[src/rtl/regfile_wb_arbiter.sv]
// regfile_wb_arbiter: shares the register file's single write port between the
// single-cycle core writeback path and a long-latency unit whose results come
// back out of band. A small FIFO buffers the long-latency results. A busy
// scoreboard marks destinations that have a result in flight, for hazard
// detection in decode.
//
// Ports:
//   clk, rst                    clock, asynchronous active-high reset
//   core_wen/waddr/wdata        core writeback request
//   issue_valid, issue_rd       long-latency op issued; marks rd busy
//   lu_valid/ready/waddr/wdata  long-latency result handshake
//   rs1, rs2, rd, hazard        decode hazard query against the busy bits
//   stall_req                   core must not write back this cycle
//   regWrite/writeReg/writeData register file write port
//   proto_err                   sticky protocol-violation flag
module regfile_wb_arbiter #(
  parameter int unsigned NREGS        = 32,
  parameter int unsigned XLEN         = 32,
  parameter int unsigned FIFO_DEPTH   = 2,
  parameter int unsigned STARVE_LIMIT = 4
) (
  input  logic            clk,
  input  logic            rst,
  input  logic            core_wen,
  input  logic [4:0]      core_waddr,
  input  logic [XLEN-1:0] core_wdata,
  input  logic            issue_valid,
  input  logic [4:0]      issue_rd,
  input  logic            lu_valid,
  output logic            lu_ready,
  input  logic [4:0]      lu_waddr,
  input  logic [XLEN-1:0] lu_wdata,
  input  logic [4:0]      rs1,
  input  logic [4:0]      rs2,
  input  logic [4:0]      rd,
  output logic            hazard,
  output logic            stall_req,
  output logic            regWrite,
  output logic [4:0]      writeReg,
  output logic [XLEN-1:0] writeData,
  output logic            proto_err
);

  localparam int unsigned PW = (FIFO_DEPTH > 1) ? $clog2(FIFO_DEPTH) : 1;
  localparam int unsigned CW = $clog2(FIFO_DEPTH + 1);
  localparam int unsigned SW = $clog2(STARVE_LIMIT + 1);
  localparam logic [CW-1:0] FullCnt   = CW'(FIFO_DEPTH);
  localparam logic [SW-1:0] StarveMax = SW'(STARVE_LIMIT);

  logic [4:0]      mem_addr_q [FIFO_DEPTH];
  logic [4:0]      mem_addr_d [FIFO_DEPTH];
  logic [XLEN-1:0] mem_data_q [FIFO_DEPTH];
  logic [XLEN-1:0] mem_data_d [FIFO_DEPTH];
  logic [PW-1:0]   rd_ptr_q, rd_ptr_d, wr_ptr_q, wr_ptr_d;
  logic [CW-1:0]   cnt_q, cnt_d;
  logic [SW-1:0]   starve_q, starve_d;
  logic [NREGS-1:0] busy_q, busy_d;
  logic            proto_err_q, proto_err_d;

  logic            core_eff, fifo_empty, fifo_full;
  logic            grant_fifo, grant_core, push, lu_accept;
  logic [4:0]      head_addr;
  logic [XLEN-1:0] head_data;

  always_comb begin
    core_eff   = core_wen && (core_waddr != 5'd0);
    fifo_empty = (cnt_q == '0);
    fifo_full  = (cnt_q == FullCnt);
    stall_req  = (starve_q == StarveMax);
    head_addr  = mem_addr_q[rd_ptr_q];
    head_data  = mem_data_q[rd_ptr_q];
    // Under stall the head drains unconditionally and any core write is lost.
    grant_fifo = !rst && !fifo_empty && (stall_req || !core_eff);
    grant_core = !rst && core_eff && !stall_req;
    lu_ready   = !rst && !fifo_full;
    lu_accept  = lu_valid && lu_ready;
    push       = lu_accept && (lu_waddr != 5'd0);
    hazard     = busy_q[rs1] | busy_q[rs2] | busy_q[rd];
    proto_err  = proto_err_q;
  end

  always_comb begin
    regWrite  = 1'b0;
    writeReg  = 5'd0;
    writeData = '0;
    if (grant_core) begin
      regWrite  = 1'b1;
      writeReg  = core_waddr;
      writeData = core_wdata;
    end else if (grant_fifo) begin
      regWrite  = 1'b1;
      writeReg  = head_addr;
      writeData = head_data;
    end
  end

  always_comb begin
    mem_addr_d = mem_addr_q;
    mem_data_d = mem_data_q;
    rd_ptr_d   = rd_ptr_q;
    wr_ptr_d   = wr_ptr_q;
    cnt_d      = cnt_q;
    if (push) begin
      mem_addr_d[wr_ptr_q] = lu_waddr;
      mem_data_d[wr_ptr_q] = lu_wdata;
      wr_ptr_d             = wr_ptr_q + PW'(1);
    end
    if (grant_fifo) begin
      rd_ptr_d = rd_ptr_q + PW'(1);
    end
    unique case ({push, grant_fifo})
      2'b10:   cnt_d = cnt_q + CW'(1);
      2'b01:   cnt_d = cnt_q - CW'(1);
      default: cnt_d = cnt_q;
    endcase

    if (fifo_empty || grant_fifo) begin
      starve_d = '0;
    end else if (starve_q != StarveMax) begin
      starve_d = starve_q + SW'(1);
    end else begin
      starve_d = starve_q;
    end

    // Clear first so a same-cycle issue to the drained register stays busy.
    busy_d = busy_q;
    if (grant_fifo) begin
      busy_d[head_addr] = 1'b0;
    end
    if (issue_valid && (issue_rd != 5'd0)) begin
      busy_d[issue_rd] = 1'b1;
    end

    proto_err_d = proto_err_q;
    if ((issue_valid && busy_q[issue_rd]) ||
        (core_eff && busy_q[core_waddr]) ||
        (push && !busy_q[lu_waddr]) ||
        (core_eff && stall_req)) begin
      proto_err_d = 1'b1;
    end
  end

  always_ff @(posedge clk or posedge rst) begin
    if (rst) begin
      mem_addr_q  <= '{default: '0};
      mem_data_q  <= '{default: '0};
      rd_ptr_q    <= '0;
      wr_ptr_q    <= '0;
      cnt_q       <= '0;
      starve_q    <= '0;
      busy_q      <= '0;
      proto_err_q <= 1'b0;
    end else begin
      mem_addr_q  <= mem_addr_d;
      mem_data_q  <= mem_data_d;
      rd_ptr_q    <= rd_ptr_d;
      wr_ptr_q    <= wr_ptr_d;
      cnt_q       <= cnt_d;
      starve_q    <= starve_d;
      busy_q      <= busy_d;
      proto_err_q <= proto_err_d;
    end
  end

endmodule
[config.mk]
export PLATFORM = sky130hd
export DESIGN_NAME = regfile_wb_arbiter
export DESIGN_NICKNAME = d
export VERILOG_FILES = /design/src/rtl/regfile_wb_arbiter.sv
export SDC_FILE = /design/constraint.sdc
export NUM_CORES = 1
export LEC_CHECK = 0
export ABC_AREA = 1
export ABC_CLOCK_PERIOD_IN_PS = 10450
export BUFFER_PORTS_ARGS = -buffer_cell sky130_fd_sc_hd__buf_2
export CAP_MARGIN = 20
export CORE_AREA = 4 4 131 133
export CTS_CLUSTER_DIAMETER = 50
export DETAILED_ROUTE_END_ITERATION = 12
export DIE_AREA = 0 0 135 137
export PLACE_DENSITY_LB_ADDON = 0.2
export SYNTH_ARGS = -nofsm -noshare
export SYNTH_HDL_FRONTEND = slang
export SYNTH_SLANG_ARGS = --single-unit
[constraint.sdc]
create_clock -name clk -period 10.45 [get_ports clk]
set_input_delay 1.045 -clock clk [delete_from_list [all_inputs] [get_ports clk]]
set_output_delay 1.045 -clock clk [all_outputs]
set_load 0.005 [all_outputs]
# Yosys cells after proc, flatten, opt, wreduce, memory -nomap -nowiden
# Cells that the tools add are included.
# totals
ff_bits	114
in_bits	99
out_inout_bits	42
wordCells	111
# classes
addsub	5
magnitude_cmp	12
eq_ne	5
n_mux	39
n_bitwise	7
reduce_logical	33
# ops
cell	n
32-bit two-way mux	8
64-bit bitwise mux	1
5-bit by 6-bit less-than comparator with 1-bit output, second input constant	7
32-bit bitwise AND	1
32-bit demux with 1-bit select	1
32-bit NOT	1
32-bit OR	1
1-bit binary-select mux with 5-bit select	6
5-bit two-way mux	6
1-bit logical AND	16
5-bit nonzero test	3
10-bit bitwise mux	1
1-bit demux with 5-bit select	2
5-bit by 1-bit greater-or-equal comparator with 1-bit output, second input constant	2
1-bit two-way mux	10
1-bit logical NOT	6
3-bit two-way mux	2
5-bit demux with 1-bit select	1
1-bit logical OR	5
2-bit == test, second input constant	2
2-bit greater-or-equal comparator, second input constant	2
1-bit NOT with 2-bit output	2
2-bit one-hot mux with 2 select lines	1
2-bit nonzero test	2
other kinds (10)	12

# Longest topological paths before layout
# Gate-level depths: netlist (run 1).
# logic_depth
depth_word	13
ltp_mapped	13

# Worst setup path before layout (run 1)
# Ideal clock, no wire load.
# synth_path
path_kind	input to output
from	input rst
to	output writeData[0]
arrival_time_ns	4.265
setup_slack_ns	5.140
cell_stages	5
path_buffers	2
path_cell_list	inv_1 > nand3_1 > buf_2 > buf_2 > o21ai_0
# synth_between
elab_chain_len	5
elab_cells_between_ends	7
# synth_lines
item	line	rtl
from (decl)	23	input logic rst,
1-bit logical NOT (no line) (*)	--	
1-bit logical AND (2 in series)	73	grant_fifo = !rst && !fifo_empty && (stall_req || !core_eff);
32-bit two-way mux	90	end else if (grant_fifo) begin
32-bit two-way mux (*)	86	if (grant_core) begin
to (decl)	40	output logic [XLEN-1:0] writeData,
# Every way passes the cells marked *; elsewhere a longest branch is shown, timed or not.

# Worst setup path after layout (run 1)
# layout_path
from	input core_waddr[0]
to	output writeData[16]
# layout_between
elab_chain_len	7
elab_cells_between_ends	9
# layout_lines
item	line	rtl
from (decl)	25	input logic [4:0] core_waddr,
5-bit nonzero test (*)	66	core_eff = core_wen && (core_waddr != 5'd0);
1-bit logical AND (*)	66	
1-bit logical NOT	73	
1-bit logical OR	73	
1-bit logical AND	73	
32-bit two-way mux	90	
32-bit two-way mux (*)	86	
# Marked as above.

==> results of run 1 <==
## sequential cells by signal, summed over array words and instances, names as in the netlist
register	flops
mem_data_q	64
busy_q	32
mem_addr_q	10
starve_q	3
cnt_q	2
proto_err	1
rd_ptr_q	1
wr_ptr_q	1
## worst max path at each step
stage / start / slack [ps] / to
final: core_waddr[0] / 5660 / writeData[16]
after global routing: core_waddr[0] / 5360 / writeData[17]
after CTS: core_waddr[0] / 5700 / writeData[16]
after detailed placement: core_waddr[0] / 5710 / writeData[16]
after global placement: core_waddr[0] / 5850 / writeData[20]
after floorplan: rst / 5140 / writeData[0]
## per-layer routing
layer  global-route usage  routed length [um]
met4               0.0817                 548
met2                0.405               10700
met5                    0                   0
met3               0.0592                2050
met1                0.339                9720
## cells in the final DEF (no fill, tap or decap), types with 2 or more instances in the layout
master / Yosys / routed
clkinvlp_4: 0 / 5
nor2_1: 33 / 33
nand3_1: 69 / 69
clkinv_2: 0 / 2
mux2_2: 2 / 2
a21oi_1: 62 / 62
clkinv_1: 3 / 3
mux2i_1: 5 / 5
o211ai_1: 8 / 8
ha_1: 3 / 3
inv_2: 5 / 5
inv_1: 132 / 131
o22ai_1: 16 / 16
nand2_1: 341 / 341
nand3b_1: 2 / 2
buf_2: 14 / 140
o21ai_1: 6 / 6
nand4_1: 2 / 2
nor2_4: 2 / 2
buf_4: 4 / 5
mux2_1: 30 / 30
dfrtp_1: 114 / 113
clkbuf_16: 0 / 17
clkbuf_8: 0 / 2
bufinv_16: 0 / 2
o21ai_0: 178 / 178
clkinv_4: 0 / 3
nor3_1: 6 / 6
xnor2_1: 4 / 4
## kinds of logic after synthesis
kind of cell | count (synthesis) | share of synthesized area
adders and majority gates | 3 | 0.00509
AOI/OAI and AO/OA | 275 | 0.194
DFF | 114 | 0.387
xor gates and xnor gates | 4 | 0.00475
and+or+nand+nor | 458 | 0.251
muxes | 37 | 0.0556
buffers and inverters | 188 | 0.103
## power by group
group | switching (mW) | internal, mW
registers | 0.232 | 0.658
logic | 0.548 | 0.314
clock network | 0.202 | 0.363
total | 0.981 | 1.33
## final cells by class
cell class,instances,area [um^2]
clock inverters,12,134
flip-flops and latches,114,2850
clock buffers,20,457
inverters,140,528
well taps,216,270
multi-input cells,777,3760
fillers,1555,7060
repair buffers,146,766
## critical path: cells and delay by family
family                 cells  cell delay, ps
buffers and inverters      5            1390
AND/OR/NAND/NOR            5            1220
AO/OA/AOI/OAI              1              90
## cells in the mapped netlist (5+ instances only)
master / instances / share of area
inv_1: 132 / 0.067
dfrtp_1: 114 / 0.39
clkbuf_1: 27 / 0.014
mux2i_1: 5 / 0.0068
nor3_1: 6 / 0.0041
inv_2: 5 / 0.0025
buf_2: 14 / 0.0095
nand2_1: 341 / 0.17
o211ai_1: 8 / 0.0081
mux2_1: 30 / 0.046
nand3_1: 69 / 0.047
nor2_1: 33 / 0.017
o22ai_1: 16 / 0.014
o21ai_0: 178 / 0.12
a21oi_1: 62 / 0.042
o21ai_1: 6 / 0.0041
==> metrics.txt, run 1 <==
remaining routing DRC violations 0; max-slew violations 0; number of antenna diodes 0; I/O pin count 141; number of standard-cell rows in the floorplan between 40 and 50; instance count along the most critical hold path 2; Setup violations, final 0; FF+latch count, synth about 110; CTS H-tree depth 4; Hold Startpoint mem_addr_q[8]; post-cts repair resize count 0; cell area power density around 260 mW/mm^2; cell leakage power about 4.5 nW; first-pass iteration count of the detailed router 5; Placed Instances around 1400; peak supply drop 0.118 mV; Final Core Density 0.554; Power, Total 2.32 mW; minimum period implied by the final worst setup slack 4790 ps; arrival time at the worst endpoint between 3000 and 4000 ps; Critical Path Slowest Stage Cell nand2_1; CP Class input pin to primary output; Non-Filler Instances ~1400; overall track demand over capacity in global routing 0.252; count of flip-flops with a built-in enable after synthesis 0; Final Cell Area roughly 0.009 mm^2; minimum hold slack 468 ps; post-synthesis area per instance 6.83 um^2; clock transition at the register clock pins on the worst setup and hold paths after CTS roughly 50 ps; hold buffer count at CTS 0; Layout Area Growth over Synthesis 18.9%; Post-Syn Area between 0.007 and 0.008 mm^2; worst flop-to-flop path endpoint cnt_q[1]; Warnings, synthesis 0; via density per instance 5.33; async set-or-reset flop fraction in the synthesized netlist 1.00; setup repair bufs after CTS 0; worst-case headroom to the max-slew limit 0.334; drt wl/cell 16.1 um; delay of the slowest critical-path stage ~730 ps; Max Clock Freq about 210 MHz; Tightest Pin Transition 997 ps; final HPWL from detailed placement around 16 mm; total wirelength of the detailed-routed design around 23 mm; number of global-route vias before repair 7176; setup TNS 0 ps; area enclosed by the die boundary about 0.018 mm^2; CTS tree built; pin count of the biggest net entering global routing 80; maximum buffer depth of the clock tree 2; placeable core region roughly 0.016 mm^2; PortBufs 140; Post-Place Setup Slack about 5700 ps; top fanout value on the critical path 26; residual antenna-violating net count after detailed routing 0; drt first-iter violations between 700 and 800; most instantiated flip-flop cell in the synthesis netlist dfrtp_1; Setup WS post-layout between 5000 and 6000 ps; end of the worst hold path mem_addr_q[8]; final hold viol count 0; vias after detailed routing between 7000 and 8000; share of synthesized area occupied by flip-flops and latches 0.387; number of cells on the worst reg-to-reg path 10; cell seen most often among critical-path stages nand2_1; post-place instance area 0.00815 mm^2; CTS buffer count 17; setup slack, reg-to-reg roughly 7400 ps; part of the cycle the worst path needs 0.459; Setup Skew approximately 12 ps; CTS root buf clkbuf_16; width of the die 135 um; total number of clock tree sinks 114; RSZ-0062 raised after global routing false; height of the die ~140 um; number of nets produced by synthesis between 1000 and 1500; startpoint of the worst register-to-register path starve_q[0]; antenna violations before repair 0; initial standard-cell utilization of the core 0.466; Final #Nets 1298; Critical Path Start Type input pin; clk_lat worst skew approximately 400 ps; global-route wire length before repair 36.9 mm; class of the most critical hold timing path flip-flop to flip-flop; unique cell type count in the Yosys netlist 33; outcome finished, final reports clean; share of post-route cells with drive strength above 1 0.159; data required time at the worst endpoint around 9400 ps; maxcap violations 0; ordered cell list for the critical path buf_2 -> clkinv_1 -> nand4_1 -> nand2_1 -> inv_1 -> nand2_1 -> nand2_1 -> inv_2 -> nand2_1 -> o21ai_0 -> buf_2; routability congestion estimate approximately 0.94; category of the worst setup path capture point primary output; Cells after Synth between 1000 and 1500; total overflow reported by the global router 0
(Power assumes the default switching activity.)
==> run 2: changes to the inputs <==
ABC_CLOCK_PERIOD_IN_PS = 4300   (was 10450)
clock period = 4.3 ns   (was 10.45 ns; I/O delays follow)
==> run 2 against run 1 <==
Compared with the run above:
- design area barely moved
- utilization barely moved
- combinational power rose by 140%
- clock power rose by 140%
- worst hold slack got worse by 410 ps
- via count rose by 0.36%
- cell count did not move
- routed wire length fell by 0.77%
- count of clock-buffer cells in the layout rose by 1
- register-to-register slack got worse by 5500 ps
- sequential share of layout area barely moved
- worst setup slack got worse by 4300 ps
- critical endpoint is now writeData[6]
==> metrics.txt, run 2 (synthesized netlist as in run 1, its figures left out) <==
outcome finished, final reports clean; RSZ-0062 raised after global routing false; crit path launch core_waddr[0]; minimum hold slack roughly 56 ps; CTS H-tree depth 4; PortBufs 140; antenna violations before repair 0; final HPWL from detailed placement 16.3 mm; ordered cell list for the critical path buf_2 -> clkinv_1 -> nand4_1 -> nand2_1 -> inv_1 -> nand2_1 -> nand2_1 -> buf_4 -> inv_2 -> nand2_1 -> o21ai_0 -> buf_2; max reg flops 64; Setup Skew roughly 8.6 ps; height of the die around 140 um; clock transition at the register clock pins on the worst setup and hold paths after CTS approximately 60 ps; drt first-iter violations around 540; post-place instance area roughly 0.008 mm^2; Max Clock Freq approximately 340 MHz; Setup violations, final 0; residual antenna-violating net count after detailed routing 0; wl on met1 between 9 and 10 mm; critical path buffer and inverter count 6; Met2 Wirelength between 10 and 15 mm; CTS tree built; maximum buffer depth of the clock tree 2; category of the worst setup path capture point primary output; drt wl/cell approximately 16 um; routability congestion estimate 0.985; maxcap violations 0; class of the most critical hold timing path input pin to async pin; Final #Nets roughly 1300; first-pass iteration count of the detailed router 5; family of cells with the greatest summed delay on the critical path buffers and inverters; Final Cell Area around 0.0088 mm^2; part of the cycle the worst path needs 0.675; post-cts repair resize count 0; minimum period implied by the final worst setup slack a little under 3000 ps; area enclosed by the die boundary approximately 0.018 mm^2; Layout Area Growth over Synthesis 18.9%; total overflow reported by the global router 0; via density per instance approximately 5.3; share of post-route cells with drive strength above 1 0.159; startpoint of the worst register-to-register path starve_q[0]; number of global-route vias before repair about 7000; data required time at the worst endpoint around 3900 ps; Critical Path Start Type input pin; global-route wire length before repair 36.8 mm; pin count of the biggest net entering global routing 82; met3 layer wire length in the routed design approximately 2.1 mm; Post-Place Setup Slack 1320 ps; remaining routing DRC violations 0; Non-Filler Instances 1425; vias after detailed routing 7617; final hold viol count 0; fill cell count ~1500; initial standard-cell utilization of the core 0.466; Top Metal Used met4; hold buffer count at CTS 0; setup repair bufs after CTS 0; commonest non-fill, non-tap cell in the layout nand2_1; Critical Path Slowest Stage Cell clkinv_1; arrival time at the worst endpoint roughly 2500 ps; Power, Total about 5.6 mW; Setup WS post-layout approximately 1400 ps; worst-case headroom to the max-slew limit 0.394; delay of the slowest critical-path stage 330 ps; width of the die 135 um; Placed Instances approximately 1400; placeable core region about 0.016 mm^2; setup TNS 0 ps; cell area power density between 600 and 700 mW/mm^2; CTS buffer count 17; clk_lat worst skew approximately 410 ps; Tightest Pin Transition 902 ps; most frequent cells in the layout 341 x nand2_1, 178 x o21ai_0, 140 x buf_2, 131 x inv_1, 113 x dfrtp_1; cell seen most often among critical-path stages nand2_1; I/O pin count roughly 140; number of antenna diodes 0; total wirelength of the detailed-routed design between 20 and 25 mm; peak supply drop 0.277 mV; total number of clock tree sinks 114; cell leakage power 4.51 nW; Final Core Density 0.554; largest register by flop count mem_data_q; Top Registers mem_data_q x64, busy_q x32, mem_addr_q x10; overall track demand over capacity in global routing 0.253; number of standard-cell rows in the floorplan 46; CTS root buf clkbuf_16; max-slew violations 0; CP Class input pin to primary output; top fanout value on the critical path 26
-- run 2: metal layers --
| metal | up-vias | GRT usage |
|---|---|---|
| met4 | 0 | 0.109 |
| met2 | 365 | 0.395 |
| li1 | 3743 | - |
| met5 | - | 0 |
| met3 | 59 | 0.0662 |
| met1 | 3450 | 0.335 |
-- run 2: worst paths after layout --
path,to,slack (ps),cells past startpoint
worst max-delay path,writeData[6],1400,12
worst min-delay path,mem_addr_q[4],60,2
worst max register to register,cnt_q[1],1870,11
worst min register to register,mem_data_q[56],470,2
max in group asynchronous,rd_ptr_q,3270,4
min in group clk,mem_data_q[58],240,3
-- run 2: power by group --
group / internal (mW) / switching [mW]
Sequential: 1.60 / 0.563
Combinational: 0.765 / 1.32
Clock: 0.889 / 0.479
Total: 3.25 / 2.36
-- run 2: area by class of cell --
cell class / instances / area [um^2] / share of cell area
clock buffer: 21 / 470 / 0.0537
clock inverter: 10 / 109 / 0.0124
inverter: 140 / 528 / 0.0602
multi-input combinational: 777 / 3760 / 0.429
sequential: 114 / 2850 / 0.326
tap: 216 / 270 / 0.0308
timing repair buffer: 147 / 773 / 0.0882
==> run 3: changes to the inputs <==
ABC_CLOCK_PERIOD_IN_PS = 2350   (was 4300)
clock period = 2.35 ns   (was 4.3 ns; I/O delays follow)
==> run 3 against run 2 <==
Compared with the run above:
- global-route usage decreased by 0.15 points
- clock skew about the same
- cell count rose by 0.84%
- first-iteration DRC count rose by 11%
- non-clock buffer count up 12
- clock power increased by 73%
- sequential share of layout area shrank 0.48 points
- worst setup slack worse by 1300 ps
- combinational power increased by 89%
- via count is 0.29% higher
- worst hold slack got worse by 2.6 ps
- total power up 83%
- critical endpoint is now writeReg[4]
- largest power group unchanged
- highest routed layer unchanged
==> metrics.txt, run 3 (synthesized netlist as in run 1, its figures left out) <==
largest register by flop count mem_data_q; Setup violations, final 0; drt first-iter violations 606; part of the cycle the worst path needs 0.951; width of the die approximately 140 um; cell area power density roughly 1200 mW/mm^2; clock transition at the register clock pins on the worst setup and hold paths after CTS approximately 50 ps; class of the most critical hold timing path input pin to flip-flop; max-slew violations 0; pin count of the biggest net entering global routing 115; most frequent cells in the layout 340 x nand2_1, 174 x o21ai_0, 140 x buf_2, 131 x inv_1, 113 x dfrtp_1; Top Registers mem_data_q x64, busy_q x32, mem_addr_q x10; wl on met1 between 9 and 10 mm; category of the worst setup path capture point primary output; vias after detailed routing 7639; height of the die 137 um; ordered cell list for the critical path inv_1 -> ha_1 -> nand2_2 -> nand2_1 -> nand2_1 -> buf_4 -> o22ai_1 -> buf_2; initial standard-cell utilization of the core 0.466; RSZ-0062 raised after global routing true; overall track demand over capacity in global routing 0.252; CP Class flip-flop to primary output; final hold viol count 0; total wirelength of the detailed-routed design roughly 23 mm; multi-input gate area in the final layout 0.00378 mm^2; via density per instance 5.32; Max Clock Freq between 400 and 500 MHz; CTS H-tree depth 4; met3 layer wire length in the routed design 2.04 mm; top fanout value on the critical path 21; total overflow reported by the global router 0; I/O pin count approximately 140; PortBufs 140; global-route wire length before repair approximately 37 mm; number of global-route vias before repair a little over 7000; number of antenna diodes 0; CTS buffer count 17; peak supply drop between 0.6 and 0.7 mV; outcome finished, final reports clean; number of standard-cell rows in the floorplan 46; minimum period implied by the final worst setup slack 2230 ps; Register Area roughly 0.0029 mm^2; first-pass iteration count of the detailed router 5; arrival time at the worst endpoint ~2000 ps; share of post-route cells with drive strength above 1 0.169; total number of clock tree sinks about 110; Final #Nets 1311; fill cell count ~1600; remaining routing DRC violations 0; Tightest Pin Transition between 700 and 800 ps; post-place instance area between 0.008 and 0.009 mm^2; Layout Area Growth over Synthesis 20.6%; Met2 Wirelength around 11 mm; placeable core region 0.0158 mm^2; clk_lat worst skew ~400 ps; cell seen most often among critical-path stages nand2_1; Critical Path Start Type flip-flop; drt wl/cell 15.9 um; area enclosed by the die boundary between 0.015 and 0.02 mm^2; final HPWL from detailed placement between 15 and 20 mm; routability congestion estimate about 0.97; CTS root buf clkbuf_16; CTS tree built; Top Metal Used met4; cell leakage power roughly 4.6 nW; delay of the slowest critical-path stage 370 ps; Power, Total roughly 10 mW; maximum buffer depth of the clock tree 2; Critical Path Slowest Stage Cell dfrtp_1; antenna violations before repair 0; maxcap violations 0; Setup Skew 8.90 ps; Final Cell Area 0.00890 mm^2; data required time at the worst endpoint ~2100 ps; setup TNS 0 ps; worst-case headroom to the max-slew limit 0.525; commonest non-fill, non-tap cell in the layout nand2_1; setup repair bufs after CTS 0; setup slack, reg-to-reg around 470 ps; max reg flops 64; residual antenna-violating net count after detailed routing 0
[run 3: cell types whose count changed in the layout (fill, tap and decap cells not counted), moves of 2 or more]
cell / delta
buf_4: +8
buf_12: +4
o21ai_1: +4
o21ai_0: -4
bufinv_16: -2
clkbuf_8: +5
[run 3: power by group]
group	leakage, nW	switching, mW	internal [mW]	total [mW]
sequential	1.37	1.03	2.93	3.96
clock	0.285	0.816	1.56	2.37
combinational	2.93	2.43	1.51	3.94
total	4.58	4.28	5.99	10.3
[run 3: layer usage]
layer	GRT usage	up-vias
met5	0	-
met4	0.100	0
met3	0.0603	54
met2	0.405	338
met1	0.330	3469
li1	-	3778
[run 3: final cells by class]
class	count	share of cell area
clock buffers	27	0.0610
well taps	216	0.0304
clock inverters	4	0.00225
multi-input cells	777	0.425
flip-flops and latches	114	0.321
inverters	140	0.0595
repair buffers	159	0.101
[run 3: critical path: cells and delay by family (launching register included)]
kind	cells	cell delay, ps
simple gates	3	320
buf+inv	3	540
flops	1	370
fa+ha+maj	1	200
compound gates	1	150
[run 3: worst paths after layout]
| kind | start | to | cells past startpoint |
|---|---|---|---|
| max | starve_q[0] | writeReg[4] | 8 |
| min | lu_wdata[18] | mem_data_q[50] | 3 |
| max reg2reg | starve_q[0] | cnt_q[1] | 10 |
| min reg2reg | mem_addr_q[8] | mem_addr_q[8] | 2 |
| max in group asynchronous | rst | mem_data_q[45] | 3 |
| min in group asynchronous | rst | starve_q[2] | 3 |
[run 3: repair_timing]
item,CTS,global route
gates resized for setup,3,5
hold buffers,0,0
endpoints found under the setup margin,33,37
pin swaps,0,0
[run 3: stage by stage]
| stage | worst slack (ps) | utilization | hold WS, ps | std cells |
|---|---|---|---|---|
| 3_5_place_dp | 345 | 0.524 | 454 | 1406 |
| 3_3_place_gp | 342 | 0.524 | 449 | 1406 |
| 6_report | 116 | 0.562 | 53.5 | 1437 |
| 4_1_cts | 30.7 | 0.561 | 41.9 | 1437 |
| 5_1_grt | -14.2 | 0.562 | 48.4 | 1437 |
| 2_1_floorplan | -447 | - | 352 | 1079 |
